[config.mk]
export PLATFORM = sky130hd
export DESIGN_NAME = sim_end_monitor
export DESIGN_NICKNAME = d
export VERILOG_FILES = /design/src/rtl/sim_mon_pkg.sv /design/src/rtl/sim_mon_prio_enc.sv /design/src/rtl/sim_end_monitor.sv
export SDC_FILE = /design/constraint.sdc
export NUM_CORES = 1
export LEC_CHECK = 0
export BUFFER_PORTS_ARGS = -buffer_cell sky130_fd_sc_hd__clkbuf_2
export CAP_MARGIN = 15
export CORE_ASPECT_RATIO = 0.9
export CORE_MARGIN = 4
export CORE_UTILIZATION = 51
export CTS_CLUSTER_SIZE = 30
export DETAILED_ROUTE_END_ITERATION = 16
export PLACE_DENSITY_LB_ADDON = 0.08
export RECOVER_POWER = 25
export SKIP_LAST_GASP = 1
export SLEW_MARGIN = 10
export SYNTH_ARGS = -nofsm -noshare
export SYNTH_HDL_FRONTEND = slang
export SYNTH_HIERARCHICAL = 1
export SYNTH_SLANG_ARGS = --single-unit
[constraint.sdc]
create_clock -name clk -period 3.1 [get_ports clk]
set_input_delay 0.31 -clock clk [delete_from_list [all_inputs] [get_ports clk]]
set_output_delay 0.31 -clock clk [all_outputs]
set_load 0.02 [all_outputs]
[src/rtl/sim_mon_pkg.sv]
// Shared types and helpers for the end-of-test monitor: verdict encoding,
// FSM state encoding and a lowest-set-bit helper for the source encoder.
package sim_mon_pkg;

    localparam int MAX_SRC = 32;

    typedef enum logic [2:0] {
        STAT_RUN      = 3'd0,
        STAT_PASS     = 3'd1,
        STAT_FAIL     = 3'd2,
        STAT_TIMEOUT  = 3'd3,
        STAT_SOFT_END = 3'd4,
        STAT_SETTLE   = 3'd5
    } status_e;

    typedef enum logic [1:0] {
        S_SETTLE,
        S_ARMED,
        S_DRAIN,
        S_DONE
    } state_e;

    // Index of the lowest set bit among the first n bits; 0 when none is set.
    function automatic int unsigned lowest_set(input logic [MAX_SRC-1:0] vec,
                                               input int unsigned n);
        int unsigned idx;
        idx = 0;
        for (int i = MAX_SRC - 1; i >= 0; i--) begin
            if ((i < int'(n)) && vec[i]) begin
                idx = unsigned'(i);
            end
        end
        return idx;
    endfunction

endpackage

[src/rtl/sim_mon_prio_enc.sv]
// Priority encoder over the end-condition sources: index 0 wins.
module sim_mon_prio_enc
    import sim_mon_pkg::*;
#(
    parameter int N     = 2,
    parameter int IDX_W = 1
) (
    input  logic [N-1:0]     req,
    output logic             valid,
    output logic [IDX_W-1:0] idx
);

    logic [MAX_SRC-1:0] req_ext;

    for (genvar gi = 0; gi < MAX_SRC; gi++) begin : g_ext
        if (gi < N) begin : g_src
            assign req_ext[gi] = req[gi];
        end else begin : g_pad
            assign req_ext[gi] = 1'b0;
        end
    end

    assign valid = |req;
    assign idx   = IDX_W'(lowest_set(req_ext, N));

endmodule

[src/rtl/sim_end_monitor.sv]
// End-of-test monitor: settle window, source detection, drain delay, then a
// sticky PASS/FAIL/SOFT_END/TIMEOUT verdict with fail code and cycle count.
module sim_end_monitor
    import sim_mon_pkg::*;
#(
    parameter int                 NUM_SRC      = 2,
    parameter logic [NUM_SRC-1:0] VERDICT_MASK = 2'b01,
    parameter int                 CODE_W       = 32,
    parameter int                 CNT_W        = 32,
    parameter int                 SETTLE_CYC   = 90,
    parameter int                 DRAIN_CYC    = 1,
    parameter int                 TIMEOUT_CYC  = 30000,
    localparam int                IDX_W        = (NUM_SRC > 1) ? $clog2(NUM_SRC) : 1
) (
    input  logic               clk,
    input  logic               rst_n,
    input  logic               en_i,
    input  logic [NUM_SRC-1:0] done_i,
    input  logic               pass_i,
    input  logic [CODE_W-1:0]  code_i,
    output logic               sim_end_o,
    output logic [2:0]         status_o,
    output logic [IDX_W-1:0]   src_o,
    output logic [CODE_W-1:0]  fail_code_o,
    output logic [CNT_W-1:0]   cycles_o
);

    localparam int DRAIN_W = (DRAIN_CYC > 1) ? $clog2(DRAIN_CYC) : 1;
    localparam logic [DRAIN_W-1:0] DRAIN_LOAD = DRAIN_W'(DRAIN_CYC - 1);
    localparam logic [CNT_W-1:0] SETTLE_LAST =
        (SETTLE_CYC == 0) ? '0 : CNT_W'(SETTLE_CYC - 1);
    localparam logic [CNT_W-1:0] TIMEOUT_LAST =
        (TIMEOUT_CYC == 0) ? '0 : CNT_W'(TIMEOUT_CYC - 1);

    state_e             state_reg, state_next;
    status_e            status_reg, status_next;
    logic [IDX_W-1:0]   src_reg, src_next;
    logic [CODE_W-1:0]  fail_code_reg, fail_code_next;
    logic [CNT_W-1:0]   cycles_reg, cycles_next;
    logic [DRAIN_W-1:0] drain_reg, drain_next;
    logic               sim_end_reg, sim_end_next;

    logic               det_valid;
    logic [IDX_W-1:0]   det_idx;
    logic               settle_hit;
    logic               timeout_hit;

    sim_mon_prio_enc #(
        .N     (NUM_SRC),
        .IDX_W (IDX_W)
    ) u_prio_enc (
        .req   (done_i),
        .valid (det_valid),
        .idx   (det_idx)
    );

    assign settle_hit  = (SETTLE_CYC == 0) || (cycles_reg == SETTLE_LAST);
    assign timeout_hit = (TIMEOUT_CYC != 0) && (cycles_reg == TIMEOUT_LAST);

    always_comb begin
        state_next     = state_reg;
        status_next    = status_reg;
        src_next       = src_reg;
        fail_code_next = fail_code_reg;
        cycles_next    = cycles_reg;
        drain_next     = drain_reg;
        sim_end_next   = sim_end_reg;

        if (en_i) begin
            unique case (state_reg)
                S_SETTLE: begin
                    if (timeout_hit) begin
                        state_next   = S_DONE;
                        status_next  = STAT_TIMEOUT;
                        src_next     = '0;
                        sim_end_next = 1'b1;
                    end else if (settle_hit) begin
                        state_next  = S_ARMED;
                        status_next = STAT_RUN;
                    end
                end
                S_ARMED: begin
                    // A detection in the timeout cycle still wins.
                    if (det_valid) begin
                        state_next = S_DRAIN;
                        src_next   = det_idx;
                        drain_next = DRAIN_LOAD;
                    end else if (timeout_hit) begin
                        state_next   = S_DONE;
                        status_next  = STAT_TIMEOUT;
                        src_next     = '0;
                        sim_end_next = 1'b1;
                    end
                end
                S_DRAIN: begin
                    if (drain_reg == '0) begin
                        state_next   = S_DONE;
                        sim_end_next = 1'b1;
                        if (VERDICT_MASK[src_reg]) begin
                            if (pass_i) begin
                                status_next = STAT_PASS;
                            end else begin
                                status_next    = STAT_FAIL;
                                fail_code_next = code_i;
                            end
                        end else begin
                            status_next = STAT_SOFT_END;
                        end
                    end else begin
                        drain_next = drain_reg - DRAIN_W'(1);
                    end
                end
                S_DONE: begin
                end
                default: begin
                    state_next = S_SETTLE;
                end
            endcase

            // The count freezes on the terminating edge itself.
            if ((state_next != S_DONE) && (cycles_reg != '1)) begin
                cycles_next = cycles_reg + CNT_W'(1);
            end
        end
    end

    always_ff @(posedge clk or negedge rst_n) begin
        if (!rst_n) begin
            state_reg     <= S_SETTLE;
            status_reg    <= STAT_SETTLE;
            src_reg       <= '0;
            fail_code_reg <= '0;
            cycles_reg    <= '0;
            drain_reg     <= '0;
            sim_end_reg   <= 1'b0;
        end else begin
            state_reg     <= state_next;
            status_reg    <= status_next;
            src_reg       <= src_next;
            fail_code_reg <= fail_code_next;
            cycles_reg    <= cycles_next;
            drain_reg     <= drain_next;
            sim_end_reg   <= sim_end_next;
        end
    end

    assign sim_end_o   = sim_end_reg;
    assign status_o    = status_reg;
    assign src_o       = src_reg;
    assign fail_code_o = fail_code_reg;
    assign cycles_o    = cycles_reg;

endmodule

==> flow_summary.toml <==
[run]
cap_violations = 0

[synth]
yosysMostFrequentCell = "dfrtp_1"
ys_top_cells_by_count = "69 x dfrtp_1, 34 x mux2_2, 22 x nand3_1"
dominantRegCellSynth = "dfrtp_1"
synthDistinctLibCells = 43
syn_inst = 293
netlist_area_um2 = 3380
avgSynthCellArea_um2 = 11.5
synthTopCellsByArea = "dfrtp_1 51%, mux2_2 11%, xor2_1 5.4%"
synth_edf_count = 0
synth_top_area_cell = "dfrtp_1"
ys_warn_count = 6
syn_nets = 337
synthArstFlopShare_pct = 100
synth-seq-cells = 71
synth_top_area_share_pct = 51.1
ys_seq_area_share_pct = 52.7

[die]
placementRows = 27
die_x_um = 93.8
dieArea_um2 = 7990
die_height_um = 85.2
ios = 107
initial_core_util_pct = 53.8
coreArea_um2 = 6280

[sta]
fin_ws_ps = 182
finalHoldViolCount = 0
finalSetupViolations = 0
relSlewSlack_pct = 10.3
drv_slew = 0
worst_pin_slew_ps = 1350
fmax_ghz = 0.343
period_needed_ps = 2920
rsz0062_at_grt = "yes"
fin_crit_sh_pct = 94.1
tns_ps = 0
skew_ps = 6.53

[min_path]
hp-class = "input pin to flip-flop"
hp-start = "code_i[31]"

[setup_path]
crit_required_ps = 3380
reg2reg_from = "cycles_o[1]"
crit_fanout = 13
crit_start = "cycles_o[1]"
critPathCapture = "cycles_o[8]"
path_class = "flip-flop to flip-flop"
crit_arrival_ps = 3200
timing.rr.end = "cycles_o[8]"
cp-end-kind = "flip-flop"
r2r_cells = 10
reg2reg_setup_slack_ps = 180
start_kind = "flip-flop"

[clocking]
cts_root_buf = "clkbuf_8"
clock_latency_ps = 350
clock_path_buffers = 2
cts_sinks = 71
cts_buffers = 9
clk_pin_slew_ps = 70
tritoncts = "done"
htree_levels = 3
cts_setup_buffers = 0

[global_route]
overflow = 0
antenna_found_initial = 0
grt.total_usage_pct = 20.6
grt_pass1_wl_um = 13000
grt_pass1_vias = 2721
grt_max_degree = 33

[route]
num_vias = 2677
drt_wl_total_um = 7870
viasPerCell = 5.31
drc_errors = 0
wl_per_cell_um = 15.6
drt-pass1-iter-count = 4
wl_met2_um = 3630
ant_nets = 0
dr.max_layer_used = "met4"
met3WireLength_um = 629
drt-initial-drc-count = 72
wl_met1_um = 3500

[status]
status = "completed"

[place]
placed_area_um2 = 4050
routabilityCongestion = 0.793
hpwlAfterDp_um = 5930
placed_cells_incl_taps = 488
portBuffers = 106
pre_cts_slack_ps = 140

[cells_and_area]
finalNonFillerCells = 504
antenna_cells = 0
nets = 457
final_area_um2 = 4190
area_growth_pct = 24.1
drive_gt1_share_pct = 36.7

[power_and_ir_drop]
pwr_density_cell_nw_per_um2 = 832
leakage_nw = 1.95
vdd_drop_max_v = 0.000491
## cells in the final DEF (no fill, tap or decap), drive strengths merged, types with 5 or more instances in the layout
master	count
clkbuf	115
nand3	22
a21oi	7
dfrtp	69
xor2	21
or2	5
ha	6
xnor2	10
nand2	10
mux2	34
nand4	8
and3	5
inv	11
o21ai	9
nor4	9
buf	8
nor3	16
nor2	19
## worst min-delay path by stage
stage | slack [ps] | endpoint | cells after the start
floorplan | 10 | cycles_o[0] | 0
global placement | 330 | fail_code_o[22] | 1
detailed placement | 330 | fail_code_o[22] | 1
CTS | 170 | fail_code_o[22] | 2
global route | 170 | fail_code_o[21] | 2
finish | 190 | fail_code_o[31] | 2
## layer usage
metal / global-route usage, % / up-vias
li1: - / 1286
met1: 27.2 / 1270
met2: 32.8 / 109
met3: 6.47 / 12
met4: 5.64 / 0
met5: 0 / -
## logic make-up after synthesis
| group | synth area share (%) |
|---|---|
| and+or+nand+nor | 18.4 |
| adders and majority gates | 2.22 |
| DFF | 52.7 |
| xor gates and xnor gates | 8.04 |
| AOI/OAI and AO/OA | 4.93 |
| muxes | 11.6 |
| buffers and inverters | 2.11 |
## critical path, stage by stage (launching register included)
cell      delay [ps]
dfrtp_1          420
inv_1             90
ha_1             140
and4b_1          190
nand4b_1         190
o41ai_2          360
o211ai_1         170
o221a_4          270
or4_4            610
nor3_1           250
xor2_1           150
## layout make-up
type / instances / area [um^2]
fillers: 543 / 2090
flip-flops and latches: 71 / 1780
repair buffers: 115 / 566
well taps: 87 / 109
clock inverters: 6 / 38.8
multi-input cells: 205 / 1540
clock buffers: 9 / 124
inverters: 11 / 41.3
## repair_timing
item                       4_1_cts  5_1_grt
hold endpoints to repair        25        0
setup endpoints to repair        0        1
hold buffers                     1        0
gates resized for setup          0        1
## stage by stage
stage          total power [mW]  utilization, %  hold WS (ps)
2_1_floorplan              2.42               -          14.4
3_3_place_gp               2.88            64.5           333
3_5_place_dp               2.93            64.5           332
4_1_cts                    3.57            67.2           171
5_1_grt                    3.73            66.7           170
6_report                   3.49            66.7           187
## power by group
group	total, mW	internal, mW	switching (mW)
clock	0.630	0.282	0.348
sequential	1.45	1.23	0.219
combinational	1.41	0.555	0.853
total	3.49	2.07	1.42
Power figures use the tool's default switching activity.
